===== src/rtl/voice_allocator.sv =====
// Dynamic voice allocator: assigns note-on/off requests to tonal channels.
// Build macro VOICE_STEAL_EN: when defined, a note-on with every voice busy steals the oldest voice.
module voice_allocator #(
    parameter int VOICES = 3,
    parameter int AGE_W  = 4
) (
    input  logic                  clk,
    input  logic                  reset,
    input  logic                  req_valid,
    output logic                  req_ready,
    input  logic                  req_on,
    input  logic [7:0]            req_freq,
    input  logic                  all_off,
    output logic [8*VOICES-1:0]   freq_bus,
    output logic [VOICES-1:0]     gate,
    output logic                  steal,
    output logic                  dropped
);

    localparam int IW = (VOICES > 1) ? $clog2(VOICES) : 1;
    localparam logic [IW-1:0] LAST = IW'(VOICES - 1);
    localparam logic [AGE_W-1:0] AGE_MAX = '1;

    localparam logic [1:0] IDLE   = 2'd0;
    localparam logic [1:0] SCAN   = 2'd1;
    localparam logic [1:0] COMMIT = 2'd2;

    logic [1:0]       state;
    logic [IW-1:0]    idx;
    logic             lat_on;
    logic [7:0]       lat_freq;

    logic             match_hit;
    logic             free_hit;
    logic             old_hit;
    logic [IW-1:0]    match_idx;
    logic [IW-1:0]    free_idx;
    logic [IW-1:0]    old_idx;
    logic [AGE_W-1:0] old_age;

    logic [7:0]       code [VOICES];
    logic [AGE_W-1:0] age  [VOICES];

    logic             cur_gate;
    logic [7:0]       cur_code;
    logic [AGE_W-1:0] cur_age;

    logic             place;
    logic             victim;
    logic             drop_now;
    logic [IW-1:0]    tgt;

    assign req_ready = (state == IDLE) && !all_off;

    assign cur_gate = gate[idx];
    assign cur_code = code[idx];
    assign cur_age  = age[idx];

    always_comb begin
        freq_bus = '0;
        for (int i = 0; i < VOICES; i++) begin
            freq_bus[8*i +: 8] = code[i];
        end
    end

    // Commit decision; the oldest voice is the fallback target.
    always_comb begin
        tgt      = old_idx;
        place    = 1'b0;
        victim   = 1'b0;
        drop_now = 1'b0;
        if (lat_on) begin
            priority case (1'b1)
                (lat_freq == 8'd0): drop_now = 1'b1;
                match_hit: begin
                    place = 1'b1;
                    tgt   = match_idx;
                end
                free_hit: begin
                    place = 1'b1;
                    tgt   = free_idx;
                end
                default: victim = 1'b1;
            endcase
        end
`ifdef VOICE_STEAL_EN
        if (victim) begin
            place = 1'b1;
        end
`else
        if (victim) begin
            drop_now = 1'b1;
        end
`endif
    end

`ifdef VOICE_STEAL_EN
    logic steal_q;
    assign steal = steal_q;
`else
    assign steal = 1'b0;
`endif

    always_ff @(posedge clk or posedge reset) begin
        if (reset) begin
            state     <= IDLE;
            idx       <= '0;
            lat_on    <= 1'b0;
            lat_freq  <= '0;
            match_hit <= 1'b0;
            free_hit  <= 1'b0;
            old_hit   <= 1'b0;
            match_idx <= '0;
            free_idx  <= '0;
            old_idx   <= '0;
            old_age   <= '0;
            gate      <= '0;
            dropped   <= 1'b0;
`ifdef VOICE_STEAL_EN
            steal_q   <= 1'b0;
`endif
            for (int i = 0; i < VOICES; i++) begin
                code[i] <= '0;
                age[i]  <= '0;
            end
        end else begin
            dropped <= 1'b0;
`ifdef VOICE_STEAL_EN
            steal_q <= 1'b0;
`endif
            if (all_off) begin
                state <= IDLE;
                gate  <= '0;
                for (int i = 0; i < VOICES; i++) begin
                    code[i] <= '0;
                    age[i]  <= '0;
                end
            end else begin
                case (state)
                    IDLE: begin
                        if (req_valid) begin
                            lat_on    <= req_on;
                            lat_freq  <= req_freq;
                            idx       <= '0;
                            match_hit <= 1'b0;
                            free_hit  <= 1'b0;
                            old_hit   <= 1'b0;
                            state     <= SCAN;
                        end
                    end
                    SCAN: begin
                        if (cur_gate && cur_code == lat_freq && !match_hit) begin
                            match_hit <= 1'b1;
                            match_idx <= idx;
                        end
                        if (!cur_gate && !free_hit) begin
                            free_hit <= 1'b1;
                            free_idx <= idx;
                        end
                        // Strict compare keeps the lowest index on equal ages.
                        if (cur_gate && (!old_hit || cur_age > old_age)) begin
                            old_hit <= 1'b1;
                            old_idx <= idx;
                            old_age <= cur_age;
                        end
                        if (idx == LAST) begin
                            state <= COMMIT;
                        end else begin
                            idx <= idx + IW'(1);
                        end
                    end
                    COMMIT: begin
                        state   <= IDLE;
                        dropped <= drop_now;
                        if (place) begin
                            for (int i = 0; i < VOICES; i++) begin
                                if (gate[i] && age[i] != AGE_MAX) begin
                                    age[i] <= age[i] + AGE_W'(1);
                                end
                            end
                            gate[tgt] <= 1'b1;
                            code[tgt] <= lat_freq;
                            age[tgt]  <= '0;
`ifdef VOICE_STEAL_EN
                            steal_q   <= victim;
`endif
                        end else if (!lat_on && match_hit) begin
                            gate[match_idx] <= 1'b0;
                            code[match_idx] <= '0;
                            age[match_idx]  <= '0;
                        end
                    end
                    default: state <= IDLE;
                endcase
            end
        end
    end

endmodule


===== config.mk =====
export PLATFORM = sky130hd
export DESIGN_NAME = voice_allocator
export DESIGN_NICKNAME = d
export VERILOG_FILES = /design/src/rtl/voice_allocator.sv
export SDC_FILE = /design/constraint.sdc
export NUM_CORES = 1
export LEC_CHECK = 0
export ABC_CLOCK_PERIOD_IN_PS = 2500
export CORE_AREA = 2 2 121 123
export CTS_CLUSTER_SIZE = 12
export DETAILED_ROUTE_END_ITERATION = 12
export DIE_AREA = 0 0 123 125
export RECOVER_POWER = 50
export SETUP_SLACK_MARGIN = 0.3
export SLEW_MARGIN = 5
export SYNTH_ARGS = -nofsm -noshare
export SYNTH_HDL_FRONTEND = slang
export SYNTH_SLANG_ARGS = --single-unit

===== constraint.sdc =====
create_clock -name clk -period 2.5 [get_ports clk]
set_input_delay 0.5 -clock clk [delete_from_list [all_inputs] [get_ports clk]]
set_output_delay 0.5 -clock clk [all_outputs]
set_load 0.01 [all_outputs]

==> results of run 1 <==
## worst paths after layout
check	startpoint	endpoint	slack, ns	depth (start not counted)
setup / recovery	idx[0]	old_idx[1]	0.22	9
hold / removal	old_age[3]	old_age[3]	0.52	1
setup reg to reg	idx[0]	old_idx[1]	0.22	9
hold reg to reg	old_age[3]	old_age[3]	0.52	1
max in group asynchronous	reset	idx[0]	1.47	3
min in group asynchronous	reset	lat_freq[6]	0.69	3
## worst max-delay path: stages (launching register included)
cell and delay, ns:
dfrtp_2 0.46, mux2i_1 0.25, o21ai_2 0.09, ha_1 0.29, nor2b_1 0.14, o21a_1 0.16
o21a_1 0.18, o21ai_2 0.16, a21oi_4 0.12, mux2_4 0.31
## where the power goes
group          total [uW]  switching (uW)  internal (uW)
logic                1570             815            754
registers            1370             181           1190
clock network        1370             493            877
total                4310            1490           2820
## state kept, by name, summed over array words and instances, names as in the netlist
name and count:
match_idx 2, free_hit 1, dropped 1, old_hit 1, match_hit 1, gate 3, lat_on 1, old_age 4
free_idx 2, idx 2, old_idx 2, age 12, state 2, freq_bus 24, lat_freq 8
## area by class of cell
cell class	instances	share of cell area
timing repair buffer	86	0.1486
inverter	14	0.009861
tap	184	0.04320
multi-input combinational	291	0.4271
sequential	66	0.3113
clock buffer	10	0.04297
clock inverter	6	0.01691
## cells by family (layout without fill, tap and decap cells)
kind of cell / count (synthesis) / in the layout / synth area share
compound gates: 123 / 123 / 0.2424
simple gates: 117 / 117 / 0.1500
flops: 66 / 66 / 0.4295
mux: 32 / 32 / 0.08884
buf+inv: 30 / 116 / 0.03937
xor+xnor: 10 / 10 / 0.02278
fa+ha+maj: 8 / 8 / 0.02603
other cells: 1 / 1 / 0.0009753
## per-stage QoR
step / worst slack [ns] / util / cell area, um2 / hold WS (ns)
2_1_floorplan: 0.1119 / - / 3906 / 0.4696
3_3_place_gp: 0.1812 / 0.3270 / 4644 / 0.5005
3_5_place_dp: 0.1213 / 0.3270 / 4644 / 0.4984
4_1_cts: 0.2074 / 0.3581 / 5086 / 0.5219
5_1_grt: 0.1478 / 0.3752 / 5329 / 0.5299
6_report: 0.2195 / 0.3752 / 5329 / 0.5165
## cells in the final DEF, fill, tap and decap left out, drive strengths merged, types with 3 or more instances in the layout
| cell type | netlist | final |
|---|---|---|
| xor2 | 6 | 6 |
| nand3 | 5 | 5 |
| a32oi | 4 | 4 |
| nand4 | 7 | 7 |
| a211oi | 3 | 3 |
| buf | 6 | 43 |
| dlygate4sd3 | 0 | 7 |
| o21a | 5 | 5 |
| ha | 8 | 8 |
| nand2b | 5 | 5 |
| xnor2 | 4 | 4 |
| nand3b | 3 | 3 |
| clkdlybuf4s50 | 0 | 33 |
| nor4 | 5 | 5 |
| mux2i | 15 | 15 |
| nor2b | 4 | 4 |
| dfrtp | 66 | 66 |
| a21o | 20 | 20 |
| a31oi | 6 | 6 |
| nor2 | 29 | 29 |
| inv | 14 | 15 |
| o21ai | 21 | 21 |
| mux2 | 17 | 17 |
| a22o | 16 | 16 |
| a32o | 10 | 10 |
| a21oi | 22 | 22 |
| clkbuf | 10 | 12 |
| nand2 | 43 | 43 |
| o2bb2ai | 5 | 5 |
| nor3 | 6 | 6 |
## routing by layer
layer,part of all wire,vias up
li1,-,1594
met1,0.44,1631
met2,0.49,79
met3,0.037,22
met4,0.025,0
met5,0,-
## repair_timing
item / CTS / global route
resized for setup: 18 / 34
setup buffers: 8 / 9
pin swaps: 7 / 22
endpoints found under the setup margin: 38 / 44
==> reports/qor.yml, run 1 <==
status: "finished clean"
setup_violations: 0
netlist.area_leader.share: 0.4295
required_ns: 2.71
rsz0062_at_grt: "yes"
cts_root_buffer: "clkbuf_16"
hpwl_mm: 7.830
yosys_warnings: 0
port_buffers: 41
p_leak_uw: 0.002362
cts-buffers-inserted: 9
critPathKind: "reg -> reg"
worstSkewPairLatency_ns: 0.33
syn_inst: 387
synth_flop_cell: "dfrtp_1"
cp_max_fo: 7
remaining_drc_errors: 0
grt_pass1_wl_mm: 18.06
viasPerCell: 5.062
core_um2: 14200
slew_violations: 0
antenna_found_initial: 0
synth.distinct_cells: 59
syn_area_per_cell_um2: 9.935
globalRouteMet2Util: 0.2408
dr_total_vias: 3326
grt_usage: 0.1497
grt_max_degree: 67
synthTopCellsByCount: "dfrtp_1 (66), nand2_1 (42), nor2_1 (25), a21oi_1 (20), o21ai_0 (20)"
grt.busiest_layer: "met2"
fillers: 1404
dr.pass1.iters: 4
synth_top_cell_by_area: "dfrtp_1"
place_congestion: 0.8569
cts_tree: "built"
fp.dieH_um: 125
fin_nets: 489
critPathCaptureType: "flip-flop"
slew_headroom: 0.5783
peakVddDrop_uv: 428.4
synth-edff-count: 0
overflow: 0
path_clk_slew_ns: 0.06
synth_area_leaders: "dfrtp_1 (43%), mux2_2 (5.0%), nand2_1 (4.1%)"
cts.sink_count: 66
ant_nets: 0
drt-wirelength-per-cell_um: 17.03
finalCriticalPeriod_ns: 2.281
synth_seq_cells: 66
layout-drive-gt1-share: 0.2706
critPathArrivalTime_ns: 2.50
hold_class: "reg -> reg"
finalCritPeriodShare: 0.9122
grt_util_met3: 0.03330
pwr_density_cell_nw_per_um2: 808.1
start_util: 0.2707
die-area_um2: 15380
syn_to_final_growth_pct: 38.59
instances_no_fill: 657
clockBufferDepth: 2
yosysMostFrequentCell: "dfrtp_1"
ios: 43
p_total_uw: 4306
tns_ns: 0
wl_mm: 11.19
die_w_um: 123
drtIter0Drc: 117
multi_input_area_um2: 2276
fmax_mhz: 438.5
ctsHoldBuffers: 0
cp-start-kind: "flip-flop"
finalHoldViolCount: 0
async_reset_ff_frac: 1.000
tightestPinTransition_ns: 0.6302
diodes: 0
syn_nets: 408
netlist_area_um2: 3845
max-cap-violations: 0
use_met1: 0.1960
core.rowCount: 44
grt_pass1_vias: 3443
dp.cells: 624
seq_area_frac_synth: 0.4295
ff_latch_area_um2: 1659
htree_levels: 3
finClkSkew_ns: 0.008106
Power figures use the tool's default switching activity.
==> inputs of run 2 (changes only) <==
--- a/config.mk
+++ b/config.mk
@@ -7,6 +7,7 @@
 export LEC_CHECK = 0
 export ABC_CLOCK_PERIOD_IN_PS = 2500
 export CORE_AREA = 2 2 121 123
+export CTS_BUF_LIST = sky130_fd_sc_hd__clkbuf_8 sky130_fd_sc_hd__clkbuf_16
 export CTS_CLUSTER_SIZE = 12
 export DETAILED_ROUTE_END_ITERATION = 12
 export DIE_AREA = 0 0 123 125
==> run 2 against run 1 <==
Sequential share of layout area unchanged. Critical path type unchanged. Utilization is the same. Cell count unchanged. Cell area stayed put. Hold slack worse by 0.00098 ns. Count of clock-buffer cells in the layout decreased by 1. Clock skew decreased by 0.0018 ns. Combinational power hardly changed. Sequential power about the same.
==> reports/qor.yml, run 2 (synthesized netlist as in run 1, its figures left out) <==
grt_pass1_vias: 3443  # unchanged
fin_ws_ns: 0.2206  # +0.001073 ns
rsz0062_at_grt: "yes"
place_congestion: 0.8569  # unchanged
finalHoldViolCount: 0  # unchanged
start_util: 0.2707  # unchanged
cts.sink_count: 66  # unchanged
finClkSkew_ns: 0.006345  # -0.001762 ns
p_leak_uw: 0.002366  # +0.18%
fmax_mhz: 438.7  # about the same
final_common_cell: "dfrtp_1"
worstSkewPairLatency_ns: 0.33  # about the same
dr.pass1.iters: 4  # unchanged
die_w_um: 123  # unchanged
largest_register_ffs: 24  # unchanged
hold_ws_ns: 0.5155  # -0.0009820 ns
drtIter0Drc: 126  # +7.7%
antenna_found_initial: 0  # unchanged
slew_violations: 0  # unchanged
tightestPinTransition_ns: 0.6232  # -0.007011 ns
port_buffers: 41  # unchanged
tns_ns: 0  # unchanged
pwr_density_cell_nw_per_um2: 808.7  # about the same
required_ns: 2.72  # about the same
grt_max_degree: 67  # unchanged
final_cell_mix: "dfrtp_1 (60), nand2_1 (41), buf_4 (37), clkdlybuf4s50_1 (33), nor2_1 (24)"
finalCritPeriodShare: 0.9118  # about the same
ctsHoldBuffers: 0  # unchanged
htree_levels: 3  # unchanged
clockBufferDepth: 2  # unchanged
grt_pass1_wl_mm: 18.06  # unchanged
fin_area_um2: 5329  # unchanged
core_um2: 14200  # unchanged
critPathArrivalTime_ns: 2.50  # about the same
post-route-util: 0.3752  # unchanged
setup_violations: 0  # unchanged
ant_nets: 0  # unchanged
wl_mm: 11.21  # +0.17%
diodes: 0  # unchanged
cp-start-kind: "flip-flop"
ios: 43  # unchanged
status: "finished clean"
syn_to_final_growth_pct: 38.59  # unchanged
grt_usage: 0.1497  # unchanged
hold_class: "reg -> reg"
fp.dieH_um: 125  # unchanged
viasPerCell: 5.049  # -0.27%
slew_headroom: 0.5830  # +0.004691
path_clk_slew_ns: 0.06  # about the same
overflow: 0  # unchanged
max-cap-violations: 0  # unchanged
critPathCaptureType: "flip-flop"
fin_nets: 489  # unchanged
place_area_um2: 4644  # unchanged
cp_max_fo: 7  # unchanged
cts-buffers-inserted: 9  # unchanged
finalCriticalPeriod_ns: 2.279  # -0.001073 ns
peakVddDrop_uv: 430.1  # +0.39%
dr_total_vias: 3317  # -0.27%
layout-drive-gt1-share: 0.2706  # unchanged
remaining_drc_errors: 0  # unchanged
core.rowCount: 44  # unchanged
die-area_um2: 15380  # unchanged
drt-wirelength-per-cell_um: 17.05  # +0.17%
cts_root_buffer: "clkbuf_16"
cts_tree: "built"
hpwl_mm: 7.830  # unchanged
critPathKind: "reg -> reg"
post-place-ws_ns: 0.1213  # unchanged
run 2: cell count changes in the layout (fill, tap and decap cells not counted), sizes merged:
cell / change
inv: +1
clkbuf: -1
run 2: power breakdown:
part	internal, uW	switching [uW]	leakage, uW	total [uW]
registers	1190	181	0.000877	1370
logic	754	814	0.00133	1570
clock network	873	499	0.000157	1370
total	2810	1500	0.00237	4310
run 2: area by class of cell:
class | count | area, um2
Tap cell | 184 | 230.2
Clock buffer | 9 | 225.2
Multi-Input combinational cell | 291 | 2276
Sequential cell | 66 | 1659
Timing Repair Buffer | 86 | 792.0
Inverter | 14 | 52.55
Fill cell | 1404 | 8875
Clock inverter | 7 | 93.84
run 2: critical path, cell delays in order, from the launching register on:
cell     delay (ns)
dfrtp_2        0.46
mux2i_1        0.25
o21ai_2        0.09
ha_1           0.29
nor2b_1        0.14
o21a_1         0.16
o21a_1         0.18
o21ai_2        0.16
a21oi_4        0.12
mux2_4         0.31
run 2: layer usage:
layer  vias up  wire length, um  global-route usage
met5         -                0                   0
met4         0              246             0.05548
met3        23              423             0.03330
met2        78             5625              0.2408
met1      1624             4910              0.1960
li1       1592                -                   -
run 2: through the flow:
| stage | std cells | total power (uW) |
|---|---|---|
| after floorplan | 387 | 2144 |
| after global placement | 624 | 2485 |
| after CTS | 648 | 4001 |
| final | 657 | 4309 |
| after global routing | 657 | 4491 |
| after detailed placement | 624 | 2509 |
run 2: worst paths after layout:
kind / startpoint / slack, ns / cells past startpoint / to
setup / recovery: idx[0] / 0.22 / 9 / old_idx[1]
hold / removal: old_age[3] / 0.52 / 1 / old_age[3]
setup reg to reg: idx[0] / 0.22 / 9 / old_idx[1]
hold reg to reg: old_age[3] / 0.52 / 1 / old_age[3]
max in group asynchronous: reset / 1.48 / 3 / lat_on
min in group asynchronous: reset / 0.69 / 3 / lat_freq[6]
run 2: timing repair:
action,in CTS,in global routing
setup buffers,8,9
pin swaps,7,22
resized for setup,18,34
endpoints found under the setup margin,38,44
==> RTL edit 1, RTL diff (settings of run 2) <==
The option `VOICE_STEAL_EN` is turned on by a define.
--- a/src/rtl/voice_allocator.sv
+++ b/src/rtl/voice_allocator.sv
@@ -1,5 +1,7 @@
 // Dynamic voice allocator: assigns note-on/off requests to tonal channels.
 // Build macro VOICE_STEAL_EN: when defined, a note-on with every voice busy steals the oldest voice.
+`define VOICE_STEAL_EN
+
 module voice_allocator #(
     parameter int VOICES = 3,
     parameter int AGE_W  = 4
Function: same outputs for any inputs over 10 cycles, from zero or initial values and one cycle with reset high; that may be too few to reach the edited logic, so the function may still have changed.
==> RTL edit 1 against run 2 <==
- critical path type unchanged
- largest power group unchanged
- non-clock buffer count rose by 4
- critical endpoint is now old_age[2]
- sequential cell count rose by 1
- total power rose by 39%
- global-route usage rose by 1.1 points
- routed wire length rose by 11%
- synthesized area rose by 5.2%
- design area rose by 2.7%
- worst setup slack got worse by 1.4 ps
==> RTL edit 1: results (changes against run 2) <==
{| class="wikitable"
! Metric !! Value
|-
| Run status || finished clean
|-
| DRT iter0 DRCs || 314 (+150%)
|-
| Clk_lat worst skew || 340 ps
|-
| Worst Tran Pin Value || 509 ps (-114 ps)
|-
| Leakage power || 2.36 nW (-0.14%)
|-
| Bufs on Longest Clock Path || 2 (unchanged)
|-
| Crit-path max cell delay || 460 ps (about the same)
|-
| All-layer global routing usage || 16.1% (+1.1 points)
|-
| Worst Hold Launch || free_idx[1]
|-
| Number of flip-flops under the largest register name || 24 (unchanged)
|-
| TritonCTS buffer count || 9 (unchanged)
|-
| Worst min-delay path class || reg2reg
|-
| Routability congestion estimate from global placement || 0.863 (+0.74%)
|-
| Leading cell types by count after synthesis || dfrtp_1 (67), a21oi_1 (40), nand2_1 (31)
|-
| Crit path launch type || register
|-
| Wire length of the first global-routing pass || 19,300 um (+6.9%)
|-
| Origin of the critical flop-to-flop path || idx[0]
|-
| Hold bufs inserted after CTS || 0 (unchanged)
|-
| Cell at the slowest stage of the critical path || dfrtp_1
|-
| Per-cell via count in the routed design || 5.40 (+7.0%)
|-
| Worst vdd rail ir drop || 627 uV (+46%)
|-
| Clock transition at the registers of the reported paths || 60 ps (about the same)
|-
| Number of global-route vias before repair || 3,562 (+3.5%)
|-
| Maximum fanout along the worst path || 6 (-1)
|-
| Largest net degree at the start of global routing || 68 (+1.5%)
|-
| Total of buffers placed on input and output ports || 42 (+2.4%)
|-
| DPL Wire Length || 8330 um (+6.3%)
|-
| Final net count || 511 (+4.5%)
|-
| Number of antenna cells inserted || 0 (unchanged)
|-
| Fraction of final layout cells with drive strength greater than 1 || 26.3% (-0.75 points)
|-
| Proportion of synthesized chip area in sequential cells || 41.4% (-1.5 points)
|-
| Syn. warnings || 0 (unchanged)
|-
| Dominant synthesized flop cell || dfrtp_1
|-
| Post-route DRC || 0 (unchanged)
|-
| Distinct cell type count of the synthesized netlist || 61 (+3.4%)
|-
| CTS root buffer || clkbuf_16
|-
| Number of filler cells placed in the layout || 1,404 (unchanged)
|-
| Setup Skew || 6.75 ps (+0.405 ps)
|-
| Crit path arrival time || 2500 ps (about the same)
|-
| Number of levels the H-tree was split into || 3 (unchanged)
|-
| Detailed-routing iteration count for the pre-antenna-repair pass || 5 (+1)
|-
| Number of antenna violations at the first check in global routing || 0 (unchanged)
|-
| Switching power || 0.00237 W (+59%)
|-
| Biggest area contributors in the synthesized netlist || dfrtp_1 (41%), mux2_2 (5.0%), a21oi_1 (4.9%)
|-
| Syn Nets || 428 (+4.9%)
|-
| FFs w/ async S/R, synth || 100% (unchanged)
|-
| Worst Setup Slack post-DPL || 114 ps (-7.35 ps)
|-
| Post-Route WL || 12,400 um (+11%)
|}
-- RTL edit 1: cells by family after synthesis --
group                      share of synthesized area, %
buffers and inverters                              3.22
adders and majority gates                          2.47
AOI/OAI and AO/OA                                  19.6
muxes                                              13.2
xor gates and xnor gates                           2.60
DFF                                                41.4
and+or+nand+nor                                    17.4
-- RTL edit 1: timing repair --
action | CTS | global route
gates resized for setup | 19 | 22
pin swaps | 4 | 11
endpoints found under the setup margin | 35 | 38
setup buffers | 7 | 11
-- RTL edit 1: path summary, 6_finish.rpt --
kind / endpoint / slack, ps / depth (start not counted)
setup / recovery: old_age[2] / 220 / 9
hold / removal: free_idx[1] / 510 / 2
setup reg to reg: old_age[2] / 220 / 9
hold reg to reg: free_idx[1] / 510 / 2
max in group asynchronous: match_hit / 1490 / 3
min in group asynchronous: freq_bus[20] / 710 / 3
-- RTL edit 1: worst max-delay path: cells and delay by family (launching register included) --
kind | cells | cell delay [ps]
AOI/OAI and AO/OA | 5 | 660
muxes | 2 | 610
DFF | 1 | 460
adders and majority gates | 1 | 310
and+or+nand+nor | 1 | 130
-- RTL edit 1: power by group through the flow --
stage / registers (W) / clock network (W) / logic, W
3_5_place_dp: 0.00167 / 0 / 0.00250
3_3_place_gp: 0.00166 / 0 / 0.00246
6_report: 0.00166 / 0.00137 / 0.00296
5_1_grt: 0.00170 / 0.00144 / 0.00319
4_1_cts: 0.00166 / 0.00139 / 0.00269
2_1_floorplan: 0.00167 / 0 / 0.00158
-- RTL edit 1: cell type report --
class                           instances  area share (%)
Timing Repair Buffer                   90            14.9
Multi-Input combinational cell        311            43.5
Clock inverter                          5            1.44
Inverter                               11           0.823
Clock buffer                           10            4.37
Tap cell                              184            4.21
Sequential cell                        67            30.7
-- RTL edit 1: per-stage QoR --
stage / util (%) / std cells / cell area, um2
3_3_place_gp: 34.1 / 645 / 4850
5_1_grt: 38.5 / 678 / 5470
3_5_place_dp: 34.1 / 645 / 4850
2_1_floorplan: - / 407 / 4070
6_report: 38.5 / 678 / 5470
4_1_cts: 37.3 / 667 / 5300
-- RTL edit 1: layer usage --
metal  part of all wire [%]  vias to the layer above  GRT usage, %
li1                       -                     1679             -
met1                     43                     1850          21.6
met2                     51                      116          26.3
met3                    4.8                       17          3.38
met4                    1.4                        0          4.14
met5                      0                        -             0
==> RTL edit 2, RTL diff (settings of run 2) <==
Without the edit above. Make the reset (`reset`) synchronous in one clocked block.
--- a/src/rtl/voice_allocator.sv
+++ b/src/rtl/voice_allocator.sv
@@ -101,7 +101,7 @@
     assign steal = 1'b0;
 `endif
 
-    always_ff @(posedge clk or posedge reset) begin
+    always_ff @(posedge clk) begin
         if (reset) begin
             state     <= IDLE;
             idx       <= '0;
Behaviour: differs if reset is asserted again (counterexample within 4 cycles, from zero or initial values and one cycle with reset high); with reset held inactive, the same outputs for 10 cycles.
==> RTL edit 2 against run 2 <==
- routed wire length decreased by 8.4%
- sequential cell count increased by 10
- critical path depth increased by 2
- die area unchanged
- design area decreased by 5.4%
- worst setup slack got worse by 22 ps
- synthesized area decreased by 4.9%
Power is not compared: it rests on default switching activity, and its combinational part moved more than twofold at a synthesized area within 25%.
==> RTL edit 2: results (changes against run 2) <==
{| class="wikitable"
! Metric !! Value
|-
| Final net count || 463 (-5.3%)
|-
| Placed cell areas || 4480 um2 (-3.6%)
|-
| Run status || finished clean
|-
| Final design instance area without fill || 5040 um2 (-5.4%)
|-
| Clock transition at the registers of the reported paths || 60 ps (about the same)
|-
| Adder and majority cell fraction of the synthesized area || 2.74% (+0.13 points)
|-
| Routability congestion estimate from global placement || 0.869 (+1.4%)
|-
| Number of cells produced by synthesis || 369 (-4.7%)
|-
| Biggest area contributors in the synthesized netlist || edfxtp_1 (26%), dfxtp_1 (24%), nand2_1 (5.4%)
|-
| Number of placed instances with taps included || 606 (-2.9%)
|-
| Top cell family by delay on the critical path || compound AO/OA/AOI/OAI gates
|-
| Largest net degree at the start of global routing || 28 (-58%)
|-
| DRT iter0 DRCs || 233 (+85%)
|-
| Mux cell area share after synthesis || 9.78% (+0.90 points)
|-
| Dominant synthesized flop cell || dfxtp_1
|-
| Crit-path max cell delay || 390 ps (-70 ps)
|-
| Setup Skew || 10.4 ps (+4.02 ps)
|-
| Detailed-routing iteration count for the pre-antenna-repair pass || 5 (+1)
|-
| All-layer global routing usage || 14.1% (-0.87 points)
|-
| Crit path arrival time || 2540 ps (+40 ps)
|-
| Cell at the slowest stage of the critical path || dfxtp_4
|-
| Compound-cell area share of the yosys netlist || 9.20% (-15 points)
|-
| Xor and xnor fraction of the mapped netlist area || 3.35% (+1.1 points)
|-
| Worst Setup Slack post-DPL || -23.9 ps (-145 ps)
|-
| TritonCTS buffer count || 9 (unchanged)
|-
| Number of global-route vias before repair || 3,084 (-10%)
|-
| DR vias || 2,995 (-9.7%)
|-
| Worst slew margin relative to its limit || 62.1% (+3.8 points)
|-
| FFs w/ async S/R, synth || 0% (-100 points)
|-
| Wire length of the first global-routing pass || 16,400 um (-9.4%)
|-
| Routed length per placed instance || 16.3 um (-4.6%)
|-
| Maximum fanout along the worst path || 5 (-2)
|-
| Proportion of synthesized chip area in sequential cells || 50.4% (+7.4 points)
|-
| EDFF count, synth || 32 (+32)
|-
| Distinct cell type count of the synthesized netlist || 44 (-25%)
|-
| Leading cell types by count after synthesis || nand2_1 (53), nor2_1 (50), dfxtp_1 (44)
|-
| DPL Wire Length || 7220 um (-7.8%)
|-
| Fraction of final layout cells with drive strength greater than 1 || 20.1% (-6.9 points)
|-
| Final standard cell count with taps included and fillers excluded || 631 (-4.0%)
|}
-- RTL edit 2: cell types whose count changed in the layout (fill, tap and decap cells not counted), moves of 6 or more --
cell,before,now
dfrtp_1,60,0
dfxtp_1,0,36
edfxtp_1,0,32
nor2_1,24,47
clkdlybuf4s50_1,33,12
dlygate4sd3_1,7,28
a22o_1,14,0
mux2_2,13,0
o21ai_0,15,2
a21o_1,13,2
nand2_1,41,52
buf_4,37,27
a32o_1,8,0
dfrtp_2,6,0
-- RTL edit 2: routing by layer --
layer	global-route usage, %	up-vias	share of wire [%]
met4	6.48	0	2.2
met1	18.3	1436	44
met2	22.0	109	48
met3	3.42	14	6.0
met5	0	-	0
li1	-	1436	-
-- RTL edit 2: worst paths after layout --
check / slack, ps / cells past startpoint / from / endpoint
setup / recovery: 200 / 11 / register / old_age[0]
hold / removal: 480 / 2 / old_age[2] / old_age[2]
setup reg to reg: 200 / 11 / register / old_age[0]
hold reg to reg: 480 / 2 / old_age[2] / old_age[2]
-- RTL edit 2: cell type report --
class	instances	area share, %
multi-input cells	259	35.5
clock inverters	5	1.61
repair buffers	80	15.0
flip-flops and latches	76	36.9
well taps	184	4.57
inverters	16	1.19
clock buffers	11	5.24
-- RTL edit 2: repair_timing --
action / CTS / global route
setup endpoints to repair: 20 / 64
buffers inserted: 4 / 4
pin swaps: 6 / 13
resized for setup: 16 / 33
gates cloned: 0 / 1
-- RTL edit 2: report_power, final --
part           switching [W]  total, W  internal (W)  leakage [nW]
clock               0.000527   0.00149      0.000964         0.173
combinational       0.000112  0.000217      0.000105          1.01
sequential         0.0000248   0.00134       0.00131         0.703
-- RTL edit 2: cell families (layout without fill, tap and decap cells) --
logic type / Yosys count / in the layout
buffers and inverters: 34 / 112
multiplexers: 23 / 23
AO/OA/AOI/OAI: 56 / 56
flip-flops: 76 / 76
XOR/XNOR: 14 / 14
other: 1 / 1
AND/OR/NAND/NOR: 157 / 157
adder cells (fa/ha/maj): 8 / 8
-- RTL edit 2: worst register-to-register path, stage by stage, from the launching register on --
cell	delay, ps
dfxtp_4	390
buf_12	140
nor2b_4	140
nand2_2	90
o21ai_4	90
ha_4	230
nor2b_4	120
o21a_1	170
o21a_1	180
o21ai_2	170
a21o_1	190
mux2_4	300
-- RTL edit 2: metrics by stage --
stage	total power [W]	hold WS, ps
final	0.00305	478
after global routing	0.00315	508
after CTS	0.00307	482
after detailed placement	0.00158	472
after global placement	0.00158	461
after floorplan	0.00146	441
